[src/rtl/simon_round_sequencer.sv]
// Round controller for the memory game: grows a random 2-bit pattern by one
// symbol per round, plays it back on the LEDs and checks the player's presses.
module simon_round_sequencer #(
  parameter int unsigned MAX_LEN       = 16,
  parameter int unsigned STEP_TICKS    = 25000000,
  parameter int unsigned GAP_TICKS     = 12500000,
  parameter int unsigned TIMEOUT_TICKS = 250000000
) (
  input  logic       clk,
  input  logic       reset_n,
  input  logic       start,
  input  logic [1:0] rand_in,
  input  logic       btn_valid,
  input  logic [1:0] btn_code,
  output logic       rand_go,
  output logic       led_on,
  output logic [1:0] led_code,
  output logic       input_phase,
  output logic [5:0] score,
  output logic       win,
  output logic       lose
);

  localparam int unsigned IW   = $clog2(MAX_LEN) + 1;
  localparam int unsigned AW   = $clog2(MAX_LEN);
  localparam int unsigned T01  = (STEP_TICKS > GAP_TICKS) ? STEP_TICKS : GAP_TICKS;
  localparam int unsigned TMAX = (T01 > TIMEOUT_TICKS) ? T01 : TIMEOUT_TICKS;
  localparam int unsigned TW   = (TMAX > 1) ? $clog2(TMAX) : 1;

  localparam logic [TW-1:0] STEP_LOAD = TW'(STEP_TICKS - 1);
  localparam logic [TW-1:0] GAP_LOAD  = TW'(GAP_TICKS - 1);
  localparam logic [TW-1:0] TO_LOAD   = TW'(TIMEOUT_TICKS - 1);
  localparam logic [IW-1:0] LEN_MAX   = IW'(MAX_LEN);

  typedef enum logic [2:0] {
    S_IDLE,
    S_GEN,
    S_SHOW_ON,
    S_SHOW_OFF,
    S_INPUT,
    S_WIN,
    S_LOSE
  } state_t;

  state_t        state, state_nxt;
  logic [IW-1:0] len, play_idx, in_idx;
  logic [TW-1:0] timer;
  logic [1:0]    mem [MAX_LEN];

  logic timer_zero, press_hit, last_in, last_play;

  assign timer_zero = (timer == '0);
  assign press_hit  = btn_valid && (btn_code == mem[in_idx[AW-1:0]]);
  assign last_in    = (in_idx == len - IW'(1));
  assign last_play  = (play_idx == len - IW'(1));

  always_ff @(posedge clk or negedge reset_n) begin
    if (!reset_n) state <= S_IDLE;
    else          state <= state_nxt;
  end

  always_comb begin
    state_nxt = state;
    case (state)
      S_IDLE:     if (start) state_nxt = S_GEN;
      S_GEN:      state_nxt = S_SHOW_ON;
      S_SHOW_ON:  if (timer_zero) state_nxt = S_SHOW_OFF;
      S_SHOW_OFF: if (timer_zero) state_nxt = last_play ? S_INPUT : S_SHOW_ON;
      S_INPUT: begin
        // a press on the final timeout cycle takes priority over the timeout
        if (btn_valid) begin
          if (!press_hit)   state_nxt = S_LOSE;
          else if (last_in) state_nxt = (len == LEN_MAX) ? S_WIN : S_GEN;
        end else if (timer_zero) begin
          state_nxt = S_LOSE;
        end
      end
      S_WIN, S_LOSE: if (start) state_nxt = S_GEN;
      default:    state_nxt = S_IDLE;
    endcase
  end

  always_ff @(posedge clk or negedge reset_n) begin
    if (!reset_n) begin
      len      <= '0;
      play_idx <= '0;
      in_idx   <= '0;
      timer    <= '0;
      score    <= '0;
    end else begin
      case (state)
        S_IDLE, S_WIN, S_LOSE: begin
          if (start) begin
            len   <= '0;
            score <= '0;
          end
        end
        S_GEN: begin
          len      <= len + IW'(1);
          play_idx <= '0;
          timer    <= STEP_LOAD;
        end
        S_SHOW_ON: begin
          if (timer_zero) timer <= GAP_LOAD;
          else            timer <= timer - TW'(1);
        end
        S_SHOW_OFF: begin
          if (timer_zero) begin
            if (last_play) begin
              in_idx <= '0;
              timer  <= TO_LOAD;
            end else begin
              play_idx <= play_idx + IW'(1);
              timer    <= STEP_LOAD;
            end
          end else begin
            timer <= timer - TW'(1);
          end
        end
        S_INPUT: begin
          if (btn_valid) begin
            if (press_hit) begin
              timer <= TO_LOAD;
              if (last_in) score  <= 6'(len);
              else         in_idx <= in_idx + IW'(1);
            end
          end else if (!timer_zero) begin
            timer <= timer - TW'(1);
          end
        end
        default: ;
      endcase
    end
  end

  // Pattern storage carries no reset; entries are only read below len.
  always_ff @(posedge clk) begin
    if (state == S_GEN) mem[len[AW-1:0]] <= rand_in;
  end

  always_comb begin
    rand_go     = 1'b0;
    led_on      = 1'b0;
    led_code    = '0;
    input_phase = 1'b0;
    win         = 1'b0;
    lose        = 1'b0;
    case (state)
      S_GEN:     rand_go = 1'b1;
      S_SHOW_ON: begin
        led_on   = 1'b1;
        led_code = mem[play_idx[AW-1:0]];
      end
      S_INPUT:   input_phase = 1'b1;
      S_WIN:     win = 1'b1;
      S_LOSE:    lose = 1'b1;
      default: ;
    endcase
  end

endmodule

[config.mk]
export PLATFORM = sky130hd
export DESIGN_NAME = simon_round_sequencer
export DESIGN_NICKNAME = d
export VERILOG_FILES = /design/src/rtl/simon_round_sequencer.sv
export SDC_FILE = /design/constraint.sdc
export NUM_CORES = 1
export LEC_CHECK = 0
export ABC_AREA = 1
export CAP_MARGIN = 10
export CORE_MARGIN = 3
export CORE_UTILIZATION = 60
export DETAILED_ROUTE_END_ITERATION = 7
export PLACE_DENSITY = 0.85
export SYNTH_ARGS = -nofsm -noshare
export SYNTH_HDL_FRONTEND = slang
export SYNTH_SLANG_ARGS = --single-unit
[constraint.sdc]
create_clock -name clk -period 3.05 [get_ports clk]
set_clock_uncertainty 0.05 [all_clocks]
set_input_delay 0.61 -clock clk [delete_from_list [all_inputs] [get_ports clk]]
set_output_delay 0.61 -clock clk [all_outputs]
set_load 0.005 [all_outputs]
==> impl_metrics.env, run 1 <==
export IMPL_worstSetupStartpointType="flop"
export IMPL_worstReg2RegEnd="timer[7]"
export IMPL_final_util_pct=68.54
export IMPL_post_place_ws_ns=0.3253
export IMPL_drtIter0Drc=693
export IMPL_crit_arrival_ns=2.22
export IMPL_yosysSeqAreaShare_pct=39.66
export IMPL_diodes=0
export IMPL_syn_nets=818
export IMPL_fmax_ghz=0.3475
export IMPL_cap_viol_max_count=0
export IMPL_vdd_drop_max_mv=0.6284
export IMPL_syn_to_final_growth_pct=8.562
export IMPL_synth_distinct_cells=41
export IMPL_die_area_um2=10600
export IMPL_die_x_um=103.0
export IMPL_dr_pass1_iters=6
export IMPL_cts_tree="yes"
export IMPL_cts_resized_gates=0
export IMPL_path_max_fanout=18
export IMPL_drcViolationCount=0
export IMPL_core_area_um2=8934
export IMPL_hold_class="in2async"
export IMPL_slew_headroom_pct=31.58
export IMPL_synthCells=802
export IMPL_setup_slack_ns=0.1722
export IMPL_clockRootBuffer="clkbuf_8"
export IMPL_grt_pass1_vias=5204
export IMPL_clock_sinks=83
export IMPL_port_buffers=19
export IMPL_worst_ep_required_time_ns=2.39
export IMPL_cts_buffer_depth=2
export IMPL_yosys_top_cells_area="dfrtp_1 (23%), edfxtp_1 (17%), nand2_1 (16%), nand3_1 (7.4%), nor2_1 (6.4%)"
export IMPL_fin_nets=837
export IMPL_synth_main_ff_cell="dfrtp_1"
export IMPL_yosys_area_top_type="dfrtp_1"
export IMPL_avgSynthCellArea_um2=7.033
export IMPL_worstSetupPathType="reg2out"
export IMPL_cts_hold_buf=0
export IMPL_wl_um=15310
export IMPL_r2r_setup_slack_ns=0.32
export IMPL_wl_met1_um=6474
export IMPL_top_layer_used="met4"
export IMPL_ys_warnings_count=0
export IMPL_cts_clk_slew_worst_paths_ns=0.09
export IMPL_synth_top_area_share_pct=22.63
export IMPL_antenna_found_initial=0
export IMPL_yosysMostFrequentCell="nand2_1"
export IMPL_rsz0062_at_grt="false"
export IMPL_period_minus_slack_ns=2.878
export IMPL_initial_utilization_pct=63.14
export IMPL_ys_ff_latch=83
export IMPL_end_kind="output port"
export IMPL_worstSkewPairLatency_ns=0.37
export IMPL_drive_gt1_share_pct=7.990
export IMPL_io_pins=21
export IMPL_grt_max_degree=52
export IMPL_worstMarginPinSlew_ns=1.023
export IMPL_place_congestion=0.9392
export IMPL_outcome="finished clean"
export IMPL_finalSetupTns_ns=0
export IMPL_p_leak_nw=2.872
export IMPL_r2r_start="state[1]"
export IMPL_htree_levels=3
export IMPL_p_per_area_nw_per_um2=831.4
export IMPL_final_cell_area_um2=6123
export IMPL_synthArstFlopShare_pct=61.45
export IMPL_wl_met3_um=1704
export IMPL_rr_worst_depth=12
export IMPL_vias=5522
export IMPL_via_per_inst=5.912
export IMPL_final_hold_violation_count=0
export IMPL_dp_cells=918
export IMPL_slew_violations=0
export IMPL_setup_violations_final=0
export IMPL_cts_made_buffers=9
export IMPL_synth_edff_count=32
export IMPL_die_h_um=103.0
export IMPL_gr_total_overflow=0
export IMPL_grt_pass1_wl_um=25330
export IMPL_final_fill_count=738
export IMPL_netlist_area_um2=5640
export IMPL_rows=34
export IMPL_finalCritPeriodShare_pct=94.35
export IMPL_wl_met2_um=6711
export IMPL_placed_area_um2=5919
export IMPL_wl_per_cell_um=16.39
export IMPL_yosys_top_cells_count="nand2_1 (246), nor2_1 (96), nand3_1 (83)"
export IMPL_ant_nets=0
export IMPL_dp_hpwl_um=11210
export IMPL_fin_cells=934
export IMPL_track_usage_pct=30.89
export IMPL_post_cts_buffers=0
==> stage by stage <==
| stage | hold slack [ns] | power, mW |
|---|---|---|
| 4_1_cts | 0.3216 | 5.033 |
| 2_1_floorplan | 0.2644 | 3.531 |
| 3_5_place_dp | 0.4135 | 4.206 |
| 3_3_place_gp | 0.4089 | 4.096 |
| 6_report | 0.2938 | 5.091 |
| 5_1_grt | 0.3396 | 5.474 |
==> area by class of cell <==
type                       count  area [um^2]  share of cell area, %
inverter                      90        344.1                  5.619
sequential                    83         2237                  36.53
clock buffer                   9        123.9                  2.023
timing repair buffer          33        302.8                  4.945
clock inverter                 7        76.32                  1.246
multi-input combinational    604         2904                  47.43
tap                          108        135.1                  2.207
==> flip-flops by register name, summed over array words and instances (netlist names) <==
register  flops
mem          32
timer        28
in_idx        5
len           5
play_idx      5
score         5
state         3
==> power breakdown <==
group	internal [mW]	switching, mW
Combinational	0.874	1.77
Sequential	1.37	0.253
Clock	0.385	0.437
==> worst max-delay path, cell delays in order (launching register included) <==
cell and delay (ns):
dfrtp_1 0.40, clkinvlp_4 0.28, a21oi_1 0.20, o21ai_0 0.11
nand3_1 0.09, nand3_1 0.08, a31oi_1 0.16, clkdlybuf4s50_1 0.53
==> per-layer routing <==
metal / vias to the layer above / global-route usage, %
li1: 2632 / -
met1: 2497 / 45.00
met2: 345 / 45.34
met3: 48 / 5.954
met4: 0 / 12.35
met5: - / 0
==> logic make-up after synthesis <==
logic type      synth area share, %
simple gates                  36.69
buf+inv                       8.851
compound gates                8.762
flops                         39.66
xor+xnor                      4.193
fa+ha+maj                     1.775
other cells                 0.06648
==> placed cells by master (no fill, tap or decap), types with 2 or more instances in the layout <==
cell               n
clkdlybuf4s50_1   18
nor3_1            11
nand2_2            6
dfrtp_1           51
edfxtp_1          32
a31oi_1            3
clkbuf_8           9
nand3b_1           2
inv_2              9
a2bb2oi_2          2
nor2_4             6
and3_1             2
nor2_1            96
nor3_2             2
ha_1               8
nand2_1          246
nor2_2             3
xor2_1            20
nand4_1           17
xnor2_1            7
buf_4             13
nand3_1           83
o21ai_1           13
clkinv_4           2
or2_2              3
a21oi_1           25
o21ai_0           39
clkinv_1           2
inv_1             78
==> worst max path at each step <==
stage	start	to
after global placement	btn_valid	timer[9]
final	play_idx[0]	led_code[0]
after CTS	play_idx[0]	led_code[0]
after floorplan	len[0]	play_idx[3]
after global routing	play_idx[0]	led_code[1]
after detailed placement	btn_valid	timer[7]
(Power assumes the default switching activity.)
==> inputs of run 2 (changes only) <==
Settings changed: SLEW_MARGIN set to 25.
==> results of run 2 <==
Final layout, timing and power as in run 1 (identical DEF).
==> inputs of run 3 (changes only) <==
Settings changed: CORE_MARGIN 3 to unset, CORE_UTILIZATION 60 to 27, PLACE_DENSITY 0.85 to 0.48.
==> run 3 against run 2 <==
Net effect:
- register-to-register slack better by 0.04 ns
- power increased by 7.9%
- fmax fell by 2.4%
- core utilization shrank 37 points
- critical path type unchanged
- critical endpoint unchanged
- largest power group unchanged
==> impl_metrics.env, run 3 (synthesis results as in run 1) <==
export IMPL_outcome="finished clean"
export IMPL_slew_headroom_pct=33.66
export IMPL_critical_path_max_stage_delay_ns=0.54
export IMPL_core_area_um2=20360
export IMPL_port_buffers=19
export IMPL_cts_hold_buf=0
export IMPL_slowest_stage="clkdlybuf4s50_1"
export IMPL_ff_latch_area_um2=2237
export IMPL_drive_gt1_share_pct=8.774
export IMPL_cap_viol_max_count=0
export IMPL_rr_worst_depth=13
export IMPL_drtIter0Drc=417
export IMPL_rsz0062_at_grt="false"
export IMPL_antenna_found_initial=0
export IMPL_slew_violations=0
export IMPL_vias=5166
export IMPL_post_cts_buffers=0
export IMPL_die_x_um=146.5
export IMPL_initial_utilization_pct=27.70
export IMPL_dp_cells=1086
export IMPL_rows=52
export IMPL_die_area_um2=21470
export IMPL_track_usage_pct=16.16
export IMPL_dr_pass1_iters=5
export IMPL_worstSkewPairLatency_ns=0.35
export IMPL_worstSetupPathType="reg2out"
export IMPL_drcViolationCount=0
export IMPL_diodes=0
export IMPL_worst_ep_required_time_ns=2.39
export IMPL_worstMarginPinSlew_ns=0.9950
export IMPL_final_fill_count=2157
export IMPL_dp_hpwl_um=12270
export IMPL_via_per_inst=4.688
export IMPL_finalCritPeriodShare_pct=96.63
export IMPL_internal_power_mw=2.980
export IMPL_power_frac_comb_pct=48.1
export IMPL_wl_um=16720
export IMPL_r2r_setup_slack_ns=0.36
export IMPL_worstSetupStartpointType="flop"
export IMPL_grt_max_degree=29
export IMPL_final_cell_mix="nand2_1 (246), nor2_1 (96), nand3_1 (83), inv_1 (78), dfrtp_1 (51)"
export IMPL_cp_common_cell="nand3_1"
export IMPL_cts_made_buffers=9
export IMPL_syn_to_final_growth_pct=15.24
export IMPL_worstReg2RegEnd="timer[4]"
export IMPL_path_buf_inv=2
export IMPL_crit_end="led_code[0]"
export IMPL_final_common_cell="nand2_1"
export IMPL_cts_clk_slew_worst_paths_ns=0.06
export IMPL_path_cells="clkinv_1 > a21oi_1 > o21ai_0 > nand3_1 > nand3_1 > a31oi_1 > clkdlybuf4s50_1"
export IMPL_multiInputGateArea_um2=2904
export IMPL_netSwitchingFraction_pct=45.73
export IMPL_power_switching_mw=2.511
export IMPL_grt_pass1_wl_um=26970
export IMPL_gr_total_overflow=0
export IMPL_setup_violations_final=0
export IMPL_clockRootBuffer="clkbuf_16"
export IMPL_total_power_mw=5.491
export IMPL_fin_nets=843
export IMPL_place_congestion=0.8374
export IMPL_p_leak_nw=2.965
export IMPL_crit_arrival_ns=2.29
export IMPL_crit_family="buffers and inverters"
export IMPL_path_max_fanout=9
export IMPL_cts_tree="yes"
export IMPL_fmax_ghz=0.3393
export IMPL_startpoint="play_idx[1]"
export IMPL_htree_levels=3
export IMPL_die_h_um=146.5
export IMPL_wl_per_cell_um=15.18
export IMPL_end_kind="output port"
export IMPL_vdd_drop_max_mv=0.4313
export IMPL_hold_class="in2async"
export IMPL_power_frac_seq_pct=29.6
export IMPL_fin_cells=1102
export IMPL_final_hold_violation_count=0
export IMPL_period_minus_slack_ns=2.947
export IMPL_pwr_share_clk_pct=22.3
export IMPL_r2r_start="timer[0]"
export IMPL_p_per_area_nw_per_um2=844.8
export IMPL_critical_path_depth=7
export IMPL_clock_sinks=83
export IMPL_grt_pass1_vias=4827
export IMPL_cts_buffer_depth=2
export IMPL_finalSetupTns_ns=0
export IMPL_largest_reg_flops=32
export IMPL_io_pins=21
export IMPL_final_util_pct=31.92
export IMPL_ant_nets=0
[run 3: metrics by stage]
stage / setup slack, ns / hold WS [ns] / instance area [um^2]
2_1_floorplan: 0.9739 / 0.2644 / 5640
3_3_place_gp: 0.3197 / 0.4205 / 6167
3_5_place_dp: 0.3051 / 0.4123 / 6167
4_1_cts: 0.1182 / 0.2137 / 6500
5_1_grt: 0.04514 / 0.2417 / 6500
6_report: 0.1027 / 0.1980 / 6500
[run 3: what timing repair did]
| action | CTS | global route |
|---|---|---|
| endpoints found under the setup margin | 2 | 0 |
| gates resized for setup | 1 | 0 |
| hold endpoints to repair | 0 | 0 |
[run 3: cell type report]
| class | count | share of cell area (%) |
|---|---|---|
| multi-input cells | 604 | 44.68 |
| flip-flops and latches | 83 | 34.42 |
| clock inverters | 7 | 1.636 |
| clock buffers | 9 | 3.465 |
| repair buffers | 39 | 5.351 |
| well taps | 270 | 5.197 |
| inverters | 90 | 5.255 |
[run 3: metal layers]
layer  global-route usage [%]  wire length [um]  up-vias
met5                        0                 0        -
met4                    4.063               184        0
met3                    2.000               703       14
met2                    23.67              6973      131
met1                    24.75              8863     2374
li1                         -                 -     2647
[run 3: how the worst min path moves through the flow]
stage / cells after the start / endpoint / from
after floorplan: 0 / in_idx[0] / reset_n
after global placement: 2 / score[4] / score[4]
after detailed placement: 2 / score[4] / score[4]
after CTS: 2 / timer[12] / reset_n
after global routing: 2 / timer[12] / reset_n
final: 2 / timer[12] / reset_n
[run 3: power by group through the flow]
stage	Clock [mW]	Sequential [mW]	Combinational (mW)
3_5_place_dp	0	1.64	2.62
3_3_place_gp	0	1.64	2.62
5_1_grt	1.30	1.66	2.97
4_1_cts	1.26	1.62	2.64
6_report	1.23	1.63	2.64
2_1_floorplan	0	1.55	1.98
